`src/rtl/demux_reg_1xn.sv`:
```
// demux_reg_1xn: routes one input word to one of N_OUT channels and holds it there for HOLD_CYC cycles.
// Latency: a word accepted on edge e appears on its channel from e+1 for exactly HOLD_CYC cycles.
// Backpressure: ready is high only in IDLE, and requests made while busy are dropped, not queued.
//
// Ports:
//   clk, rst_n        - system clock; synchronous active-low reset
//   in, in_valid, S   - data word, request strobe, channel selector
//   ready             - high while idle (a request this cycle is taken)
//   Out, out_valid    - concatenated channel data (channel k at [k*DATA_W +: DATA_W]); one-hot valid
//   err               - one-cycle pulse after a request with S >= N_OUT
//   abort             - present only when DEMUX_ABORT_EN is defined; ends the current hold early
//
// Optional feature macro: DEMUX_ABORT_EN

module demux_reg_1xn #(
    parameter int N_OUT    = 7,
    parameter int DATA_W   = 1,
    parameter int HOLD_CYC = 4,
    localparam int SEL_W   = (N_OUT > 1) ? $clog2(N_OUT) : 1
) (
    input  logic                      clk,
    input  logic                      rst_n,
    input  logic [DATA_W-1:0]         in,
    input  logic                      in_valid,
    input  logic [SEL_W-1:0]          S,
`ifdef DEMUX_ABORT_EN
    input  logic                      abort,
`endif
    output logic                      ready,
    output logic [N_OUT*DATA_W-1:0]   Out,
    output logic [N_OUT-1:0]          out_valid,
    output logic                      err
);

    typedef enum logic {
        IDLE = 1'b0,
        HOLD = 1'b1
    } state_t;

    // Counter is loaded with HOLD_CYC-1 so that the exit edge is the one
    // where it already reads zero, giving exactly HOLD_CYC hold cycles.
    localparam logic [7:0]       CNT_LOAD = 8'(HOLD_CYC - 1);
    // One extra bit so that S can be compared against N_OUT even when
    // N_OUT is a power of two (e.g. 16 with a 4-bit selector).
    localparam logic [SEL_W:0]   N_OUT_CMP = (SEL_W + 1)'(N_OUT);

    state_t                    r_state;
    logic [7:0]                r_cnt;
    logic [SEL_W-1:0]          r_sel;
    logic [DATA_W-1:0]         r_dat;
    logic                      r_err;

    logic                      w_in_range;
    logic                      w_abort;
    logic [N_OUT-1:0]          w_vld;
    logic [N_OUT*DATA_W-1:0]   w_out;

    assign w_in_range = ({1'b0, S} < N_OUT_CMP);

`ifdef DEMUX_ABORT_EN
    assign w_abort = abort;
`else
    assign w_abort = 1'b0;
`endif

    // Output decode from registered state only: in IDLE everything reads 0,
    // so leaving HOLD clears the channel without touching the latched word.
    always_comb begin
        w_vld = '0;
        w_out = '0;
        if (r_state == HOLD) begin
            for (int k = 0; k < N_OUT; k++) begin
                if (r_sel == SEL_W'(k)) begin
                    w_vld[k]                    = 1'b1;
                    w_out[k*DATA_W +: DATA_W]   = r_dat;
                end
            end
        end
    end

    always_ff @(posedge clk) begin
        if (!rst_n) begin
            r_state <= IDLE;
            r_cnt   <= '0;
            r_sel   <= '0;
            r_dat   <= '0;
            r_err   <= 1'b0;
        end else begin
            r_err <= 1'b0;
            case (r_state)
                IDLE: begin
                    if (in_valid) begin
                        if (w_in_range) begin
                            r_sel   <= S;
                            r_dat   <= in;
                            r_cnt   <= CNT_LOAD;
                            r_state <= HOLD;
                        end else begin
                            // Bad selector: flag it, stay idle, outputs untouched.
                            r_err <= 1'b1;
                        end
                    end
                end
                HOLD: begin
                    if (w_abort || (r_cnt == 8'd0)) begin
                        r_cnt   <= '0;
                        r_state <= IDLE;
                    end else begin
                        r_cnt <= r_cnt - 8'd1;
                    end
                end
                default: begin
                    r_state <= IDLE;
                end
            endcase
        end
    end

    assign ready     = (r_state == IDLE);
    assign Out       = w_out;
    assign out_valid = w_vld;
    assign err       = r_err;

endmodule
```
`config.mk`:
```
export PLATFORM = sky130hd
export DESIGN_NAME = demux_reg_1xn
export DESIGN_NICKNAME = d
export VERILOG_FILES = /design/src/rtl/demux_reg_1xn.sv
export SDC_FILE = /design/constraint.sdc
export NUM_CORES = 1
export LEC_CHECK = 0
export ABC_AREA = 1
export ABC_CLOCK_PERIOD_IN_PS = 1400
export CAP_MARGIN = 20
export CORE_MARGIN = 3
export CORE_UTILIZATION = 44
export CTS_CLUSTER_SIZE = 30
export DETAILED_ROUTE_END_ITERATION = 16
export PLACE_DENSITY = 0.76
export SYNTH_ARGS = -nofsm -noshare
export SYNTH_HDL_FRONTEND = slang
export SYNTH_SLANG_ARGS = --single-unit
```
`constraint.sdc`:
```
create_clock -name clk -period 1.4 [get_ports clk]
set_clock_uncertainty 0.05 [all_clocks]
set_input_delay 0.14 -clock clk [delete_from_list [all_inputs] [get_ports clk]]
set_output_delay 0.14 -clock clk [all_outputs]
set_load 0.05 [all_outputs]
```
==> flow_metrics.py, run 1 <==
metrics = {
    "outcome": {
        "error": "[ERROR DPL-0033] detailed placement checks failed during check placement.",
        "flow.stopped_at": "global routing",
        "run_status": "did not finish",
    },
    "floorplan": {
        "floorplan.initialDensity": 0.4815,
        "die_width_um": 47.31,
        "floorplan.die.height_um": 47.31,
        "rows": 14,
        "design.portCount": 23,
    },
    "placed_design": {
        "placedCellCount": 157,
        "place.gp.congestion": 0.8208,
        "io_buffers": 22,
        "hpwlAfterDp_mm": 1.819,
        "pre_cts_ws_ps": -54.38,
    },
    "clock_tree": {
        "cts_sinks": 14,
        "number_of_cts_inserted_buffers": 3,
        "root_driver": "sky130_fd_sc_hd__clkbuf_4",
        "cts_buffer_depth": 2,
        "htree_levels": 1,
    },
    "sta": {
        "worst_path_end_type": "top-level output",
        "grt-worst-endpoint": "Out[3]",
    },
    "synthesis": {
        "synth.ff_latch_count": 14,
        "synth_area_um2": 750.7,
        "synthesized_instance_count": 115,
        "seq_area_frac_synth": 0.3733,
        "yosys.cell_types.count": 20,
        "yosysWarnings": 0,
        "syn-num-nets": 123,
        "avgSynthCellArea_um2": 6.528,
    },
    "global_routing": {
        "largest_net_degree_at_the_start_of_global_routing": 9,
        "grt_antenna_before_repair": 0,
    },
}
[per-stage QoR]
| step | hold slack [ps] | cell area [µm²] | utilization |
|---|---|---|---|
| 2_1_floorplan | 207.5 | 815.8 | - |
| 3_3_place_gp | 408.2 | 1234 | 0.7913 |
| 3_5_place_dp | 411.9 | 1234 | 0.7913 |
| 4_1_cts | 397.9 | 1411 | 0.9053 |
[kinds of logic after synthesis]
group	share of synthesized area
and+or+nand+nor	0.3634
AOI/OAI and AO/OA	0.1483
buffers and inverters	0.07499
DFF	0.3733
xor gates and xnor gates	0.02334
adders and majority gates	0.01666
[timing repair]
action / 4_1_cts
setup buffers: 2
hold buffers: 0
pin swaps: 4
endpoints found under the setup margin: 14
cloned: 0
gates resized for setup: 38
[synth_stat cells]
| master | instances | area [µm²] |
|---|---|---|
| sky130_fd_sc_hd__nand3_1 | 6 | 30.03 |
| sky130_fd_sc_hd__nand2_2 | 1 | 6.260 |
| sky130_fd_sc_hd__nand2_1 | 27 | 101.4 |
| sky130_fd_sc_hd__o21ai_1 | 2 | 10.01 |
| sky130_fd_sc_hd__ha_1 | 1 | 12.51 |
| sky130_fd_sc_hd__nor2_2 | 3 | 18.77 |
| sky130_fd_sc_hd__o21ai_0 | 4 | 20.02 |
| sky130_fd_sc_hd__nand4_1 | 1 | 6.260 |
| sky130_fd_sc_hd__a21oi_1 | 13 | 65.06 |
| sky130_fd_sc_hd__nor3_1 | 8 | 40.04 |
| sky130_fd_sc_hd__nor2_4 | 1 | 11.26 |
| sky130_fd_sc_hd__o21a_1 | 1 | 7.510 |
| sky130_fd_sc_hd__xor2_1 | 2 | 17.52 |
| sky130_fd_sc_hd__inv_1 | 13 | 48.80 |
| sky130_fd_sc_hd__inv_2 | 1 | 3.750 |
| sky130_fd_sc_hd__clkinv_1 | 1 | 3.750 |
| sky130_fd_sc_hd__nor4_1 | 1 | 6.260 |
| sky130_fd_sc_hd__nor2_1 | 14 | 52.55 |
| sky130_fd_sc_hd__dfxtp_1 | 14 | 280.3 |
| sky130_fd_sc_hd__o21ai_2 | 1 | 8.760 |
==> inputs of run 2 (changes only) <==
--- a/config.mk
+++ b/config.mk
@@ -8,11 +8,10 @@
 export ABC_AREA = 1
 export ABC_CLOCK_PERIOD_IN_PS = 1400
 export CAP_MARGIN = 20
-export CORE_MARGIN = 3
-export CORE_UTILIZATION = 44
-export CTS_CLUSTER_SIZE = 30
+export CORE_AREA = 3 3 64 66
 export DETAILED_ROUTE_END_ITERATION = 16
-export PLACE_DENSITY = 0.76
+export DIE_AREA = 0 0 67 69
+export PLACE_DENSITY_LB_ADDON = 0.15
 export SYNTH_ARGS = -nofsm -noshare
 export SYNTH_HDL_FRONTEND = slang
 export SYNTH_SLANG_ARGS = --single-unit
==> flow_metrics.py, run 2 <==
metrics = {
    "floorplan": {
        "design.die.area_mm2": 0.004623,
        "floorplan.die.height_um": 69,
        "core_region_area_mm2": 0.003633,
        "floorplan.initialDensity": 0.2066,
        "die_width_um": 67,
        "design.portCount": 23,
        "rows": 22,
    },
    "synthesis": {
        "synth_area_um2": 750.7,
        "yosysWarnings": 0,
        "synth_top_cell_by_area": "sky130_fd_sc_hd__dfxtp_1",
        "number_of_synthesized_flops_with_an_enable_pin": 0,
        "synth_common_cells": "27 x sky130_fd_sc_hd__nand2_1, 14 x sky130_fd_sc_hd__dfxtp_1, 14 x sky130_fd_sc_hd__nor2_1, 13 x sky130_fd_sc_hd__a21oi_1, 13 x sky130_fd_sc_hd__inv_1",
        "synth.ff_latch_count": 14,
        "avgSynthCellArea_um2": 6.528,
        "post_synth_main_area_contributors": "sky130_fd_sc_hd__dfxtp_1 37%, sky130_fd_sc_hd__nand2_1 14%, sky130_fd_sc_hd__a21oi_1 8.7%",
        "dominant_synthesized_flop_cell": "sky130_fd_sc_hd__dfxtp_1",
        "synthesized_instance_count": 115,
        "yosys.cell_types.count": 20,
        "syn-num-nets": 123,
        "synth.top_cell.area_share": 0.3733,
        "async_reset_ff_frac": 0,
        "seq_area_frac_synth": 0.3733,
        "post-synth-top-count-cell": "sky130_fd_sc_hd__nand2_1",
    },
    "clock_tree": {
        "number_of_cts_inserted_buffers": 3,
        "cts_tree": "yes",
        "cts.hold.buffers_added": 0,
        "root_driver": "sky130_fd_sc_hd__clkbuf_8",
        "cts_buffer_depth": 2,
        "clkSlewWorstSetupHoldPaths_ps": 60,
        "htree_levels": 1,
        "cts_sinks": 14,
        "insertion_delay_ps": 250,
    },
    "detailed_routing": {
        "ant_nets": 0,
        "route.detailed.drc": 0,
        "drt-pass1-iter-count": 4,
        "vias": 854,
        "detailedRoute.firstIterationViolations": 25,
        "via_per_inst": 4.335,
        "routed_wl_mm": 2.229,
        "wire_per_inst_um": 11.31,
    },
    "final_layout": {
        "antennaDiodeCount": 0,
        "share_of_post_route_cells_with_drive_strength_above_1": 0.4295,
        "post-route-util": 0.4032,
        "largest_register_ff_count": 8,
        "commonest_cells_after_routing_fill_and_taps_aside": "22 x sky130_fd_sc_hd__nand2_1, 17 x sky130_fd_sc_hd__buf_12, 12 x sky130_fd_sc_hd__a21oi_1",
        "layout.nets": 158,
        "biggest_register": "r_cnt",
        "fin_area_mm2": 0.001465,
        "area_delta_synth_final_pct": 95.17,
        "largest_registers": "r_cnt: 8 flops, r_sel: 3 flops",
        "layout.cells.most_common": "sky130_fd_sc_hd__nand2_1",
    },
    "sta": {
        "timing_hold_violations_final": 0,
        "max_clock_freq_mhz": 681.4,
        "final_period_minus_worst_setup_slack_ps": 1468,
        "rsz0062_at_grt": "yes",
        "worstMarginPinSlew_ps": 254.5,
        "final_min_period_over_clock_period": 1.048,
        "fin_ws_ps": -67.66,
        "finalSetupViolCount": 4,
        "drv_slew": 0,
        "timing.max_slew.rel_slack": 0.8290,
    },
    "global_routing": {
        "gr-total-overflow": 0,
        "grt_antenna_before_repair": 0,
        "globalRouteTotalUtil": 0.1008,
        "largest_net_degree_at_the_start_of_global_routing": 9,
        "grt_pass1_vias": 725,
        "grt_first_pass_wirelength_mm": 3.484,
    },
    "min_path": {
        "min_delay_worst_endpoint": "err$_SDFF_PP0_",
        "hold_path.startpoint": "rst_n",
        "holdPathStages": 3,
        "holdCritPathClass": "in2reg",
    },
    "power": {
        "power_density_mw_per_mm2": 921.6,
        "internal_power_uw": 876.3,
        "switching_power_as_a_share_of_total_power": 0.3511,
        "fin_total_pwr_uw": 1350,
        "switchingPower_uw": 474.0,
        "fraction_of_power_consumed_by_combinational_cells": 0.360,
        "power.share.clock": 0.291,
        "p_seq_frac": 0.349,
        "vdd_ir_drop_max_uv": 406.0,
        "p_leak_uw": 0.0006005,
    },
    "setup_path": {
        "arrival_ps": 1280,
        "worst_r2r_path_depth": 7,
        "endpoint_kind": "output port",
        "criticalPathCategory": "reg2out",
        "rrSetupSlack_ps": 110,
        "type_of_origin_of_the_critical_path": "flop",
        "critical_path_required_ps": 1210,
        "worstReg2RegEnd": "r_cnt[6]$_SDFFE_PN0P_",
        "cp_max_fo": 3,
        "regToRegStartpoint": "r_cnt[0]$_SDFFE_PN0P_",
    },
    "placed_design": {
        "dpl_cell_area_mm2": 0.001301,
        "io_buffers": 22,
        "hpwlAfterDp_mm": 1.676,
        "place.gp.congestion": 0.7246,
    },
    "outcome": {
        "run_status": "finished with violations",
        "violations": "setup timing",
    },
    "flow_run": {
        "timing.max_cap.violations": 0,
    },
}
run 2: cell counts after synthesis:
Identical to the previous run, type by type.
run 2: cell families (layout without fill, tap and decap cells):
group | Yosys count | after routing | share of synthesized area
and+or+nand+nor | 62 | 62 | 0.3634
AOI/OAI and AO/OA | 21 | 21 | 0.1483
buffers and inverters | 15 | 49 | 0.07499
DFF | 14 | 14 | 0.3733
xor gates and xnor gates | 2 | 2 | 0.02334
adders and majority gates | 1 | 1 | 0.01666
run 2: area by class of cell:
type / count / area, µm²
Clock buffer: 4 / 55.05
Fill cell: 394 / 2168
Inverter: 15 / 62.56
Multi-Input combinational cell: 86 / 546.8
Sequential cell: 14 / 287.8
Tap cell: 48 / 60.06
Timing Repair Buffer: 30 / 452.9
run 2: metrics by stage:
stage / worst slack [ps] / instances / TNS, ps / hold slack, ps
after floorplan: -192.9 / 115 / -1807 / 207.5
after global routing: -112.5 / 197 / -454.9 / 456.6
after global placement: -9.085 / 191 / -24.15 / 410.5
after CTS: -58.37 / 196 / -278.8 / 435.0
after detailed placement: -51.44 / 191 / -216.2 / 420.2
final: -67.66 / 197 / -126.8 / 430.4
run 2: how the worst max path moves through the flow:
stage / slack, ps / cells past startpoint / from / end
6_report: -70 / 4 / r_sel[1]$_SDFFE_PN0P_ / Out[3]
3_5_place_dp: -50 / 7 / S[1] / r_cnt[2]$_SDFFE_PN0P_
4_1_cts: -60 / 4 / r_sel[1]$_SDFFE_PN0P_ / Out[1]
2_1_floorplan: -190 / 2 / r_state$_SDFF_PN0_ / out_valid[0]
5_1_grt: -110 / 4 / r_sel[1]$_SDFFE_PN0P_ / Out[3]
3_3_place_gp: -9 / 7 / S[2] / r_cnt[3]$_SDFFE_PN0P_
run 2: per-layer routing:
metal / up-vias / GRT usage / routed length (µm)
met3: 7 / 0.03094 / 70
li1: 440 / - / -
met5: - / 0 / 0
met4: 0 / 0.06306 / 70
met2: 14 / 0.1452 / 1185
met1: 393 / 0.1277 / 902
run 2: worst max-delay path, stage by stage, from the launching register on:
cell and delay [ps]:
sky130_fd_sc_hd__dfxtp_4 360, sky130_fd_sc_hd__inv_2 50, sky130_fd_sc_hd__buf_4 150, sky130_fd_sc_hd__nor4_4 300
sky130_fd_sc_hd__buf_12 180
run 2: power groups by stage:
stage	sequential (µW)	clock (µW)	combinational, µW
floorplan	466	0	285
global placement	466	0	430
detailed placement	466	0	434
CTS	462	412	458
global route	476	427	537
finish	471	393	486
run 2: repair_timing:
item,4_1_cts,5_1_grt
buffers inserted,1,1
gates resized for setup,9,19
pin swaps,1,7
endpoints found under the setup margin,14,15
(Power assumes the default switching activity.)
==> inputs of run 3 (changes only) <==
--- a/config.mk
+++ b/config.mk
@@ -7,7 +7,6 @@
 export LEC_CHECK = 0
 export ABC_AREA = 1
 export ABC_CLOCK_PERIOD_IN_PS = 1400
-export CAP_MARGIN = 20
 export CORE_AREA = 3 3 64 66
 export DETAILED_ROUTE_END_ITERATION = 16
 export DIE_AREA = 0 0 67 69
==> results of run 3 <==
No change in the layout: final DEF, timing and power equal those of run 2.
==> variant (config.mk and constraints of run 3) <==
The parameter `N_OUT` goes from 7 to 9.
--- a/src/rtl/demux_reg_1xn.sv
+++ b/src/rtl/demux_reg_1xn.sv
@@ -13,7 +13,7 @@
 // Optional feature macro: DEMUX_ABORT_EN
 
 module demux_reg_1xn #(
-    parameter int N_OUT    = 7,
+    parameter int N_OUT    = 9,
     parameter int DATA_W   = 1,
     parameter int HOLD_CYC = 4,
     localparam int SEL_W   = (N_OUT > 1) ? $clog2(N_OUT) : 1
Ports: changed (resized Out, S and out_valid); port bits go from 23 to 28. The function was not compared with the original's and may differ.
==> variant against run 3 <==
The run still ends with setup timing left; area after synthesis increased by 13%; routed wire length increased by 22%; combinational power increased by 2%; sequential cell count grew 1; setup slack improved by 0.019 ns; register-to-register slack worse by 0.04 ns; total power down 0.21%; final area grew 21%; largest power group is now registers.
==> variant: results (changes against run 3) <==
Layout
  • Comb_multi_in: 99 (+15%)
  • Multi-input logic area: 671 um^2 (+23%)
  • Fill count: 361 (-8.4%)
  • Seq/total area: 17.7% (-1.9 points)

Critical path
  • CP top delay family: simple AND/OR/NAND/NOR gates
  • Reg2Reg Setup Slack: 0.07 ns (-0.04 ns)
  • Slowest stage delay, CP: 0.39 ns (+0.03 ns)
  • Critical Path End: Out[2]

Logic synthesis
  • Post-Syn Area: 847 um^2 (+13%)
  • Synth top area cells: dfxtp_1 35%, nand2_1 11%, inv_1 9.3%
  • Avg Inst Size Synth: 6.18 um^2 (-5.3%)
  • Yosys cell types: 17 (-15%)
  • Sequential area share after synthesis: 35.5% (-1.9 points)

Hold path
  • Worst hold path type: reg2reg
  • Hold depth: 2 (-1)

Place
  • Detailed Place HPWL: 2.10 mm (+25%)
  • Placed insts: 223 (+17%)
  • Setup WS pre-CTS: -0.0809 ns (-0.0295 ns)

Routing
  • Per-cell routed wire length: 11.9 um (+4.8%)

Power and ir drop
  • Sw frac: 36.3% (+1.2 points)
  • Leak Pwr: 0.752 nW (+25%)

Run status
  • Failing checks: setup timing
  • Outcome: finished with violations

STA
  • Setup ws final: -0.0482 ns (+0.0195 ns)
  • Final setup viols: 8 (+4)

Clocking
  • # clock sinks: 15 (+1)

GRT
  • Total Routing Usage GR: 12.4% (+2.4 points)
  • First-pass GRT wire length: 4.48 mm (+29%)
[variant: logic make-up (layout without fill, tap and decap cells)]
group / after synthesis / in the layout / share of synthesized area (%)
compound gates: 23 / 23 / 13.9
fa+ha+maj: 1 / 1 / 1.48
buf+inv: 23 / 68 / 10.2
flops: 15 / 15 / 35.5
simple gates: 75 / 75 / 39.0
[variant: power groups by stage]
stage	clock network, mW	logic (mW)	registers, mW
2_1_floorplan	0	0.256	0.495
3_3_place_gp	0	0.404	0.498
3_5_place_dp	0	0.411	0.500
4_1_cts	0.366	0.459	0.494
5_1_grt	0.385	0.542	0.505
6_report	0.353	0.496	0.498
[variant: per-layer routing]
metal,track usage [%],up-vias,routed length [um]
met5,0,-,0
met3,3.26,4,128
met4,4.05,0,36
li1,-,537,-
met2,19.7,19,1340
met1,16.2,472,1220
[variant: timing repair]
item,CTS,global route
endpoints found under the setup margin,18,23
hold buffers,0,0
resized for setup,32,25
pin swaps,4,4
buffers inserted,3,0
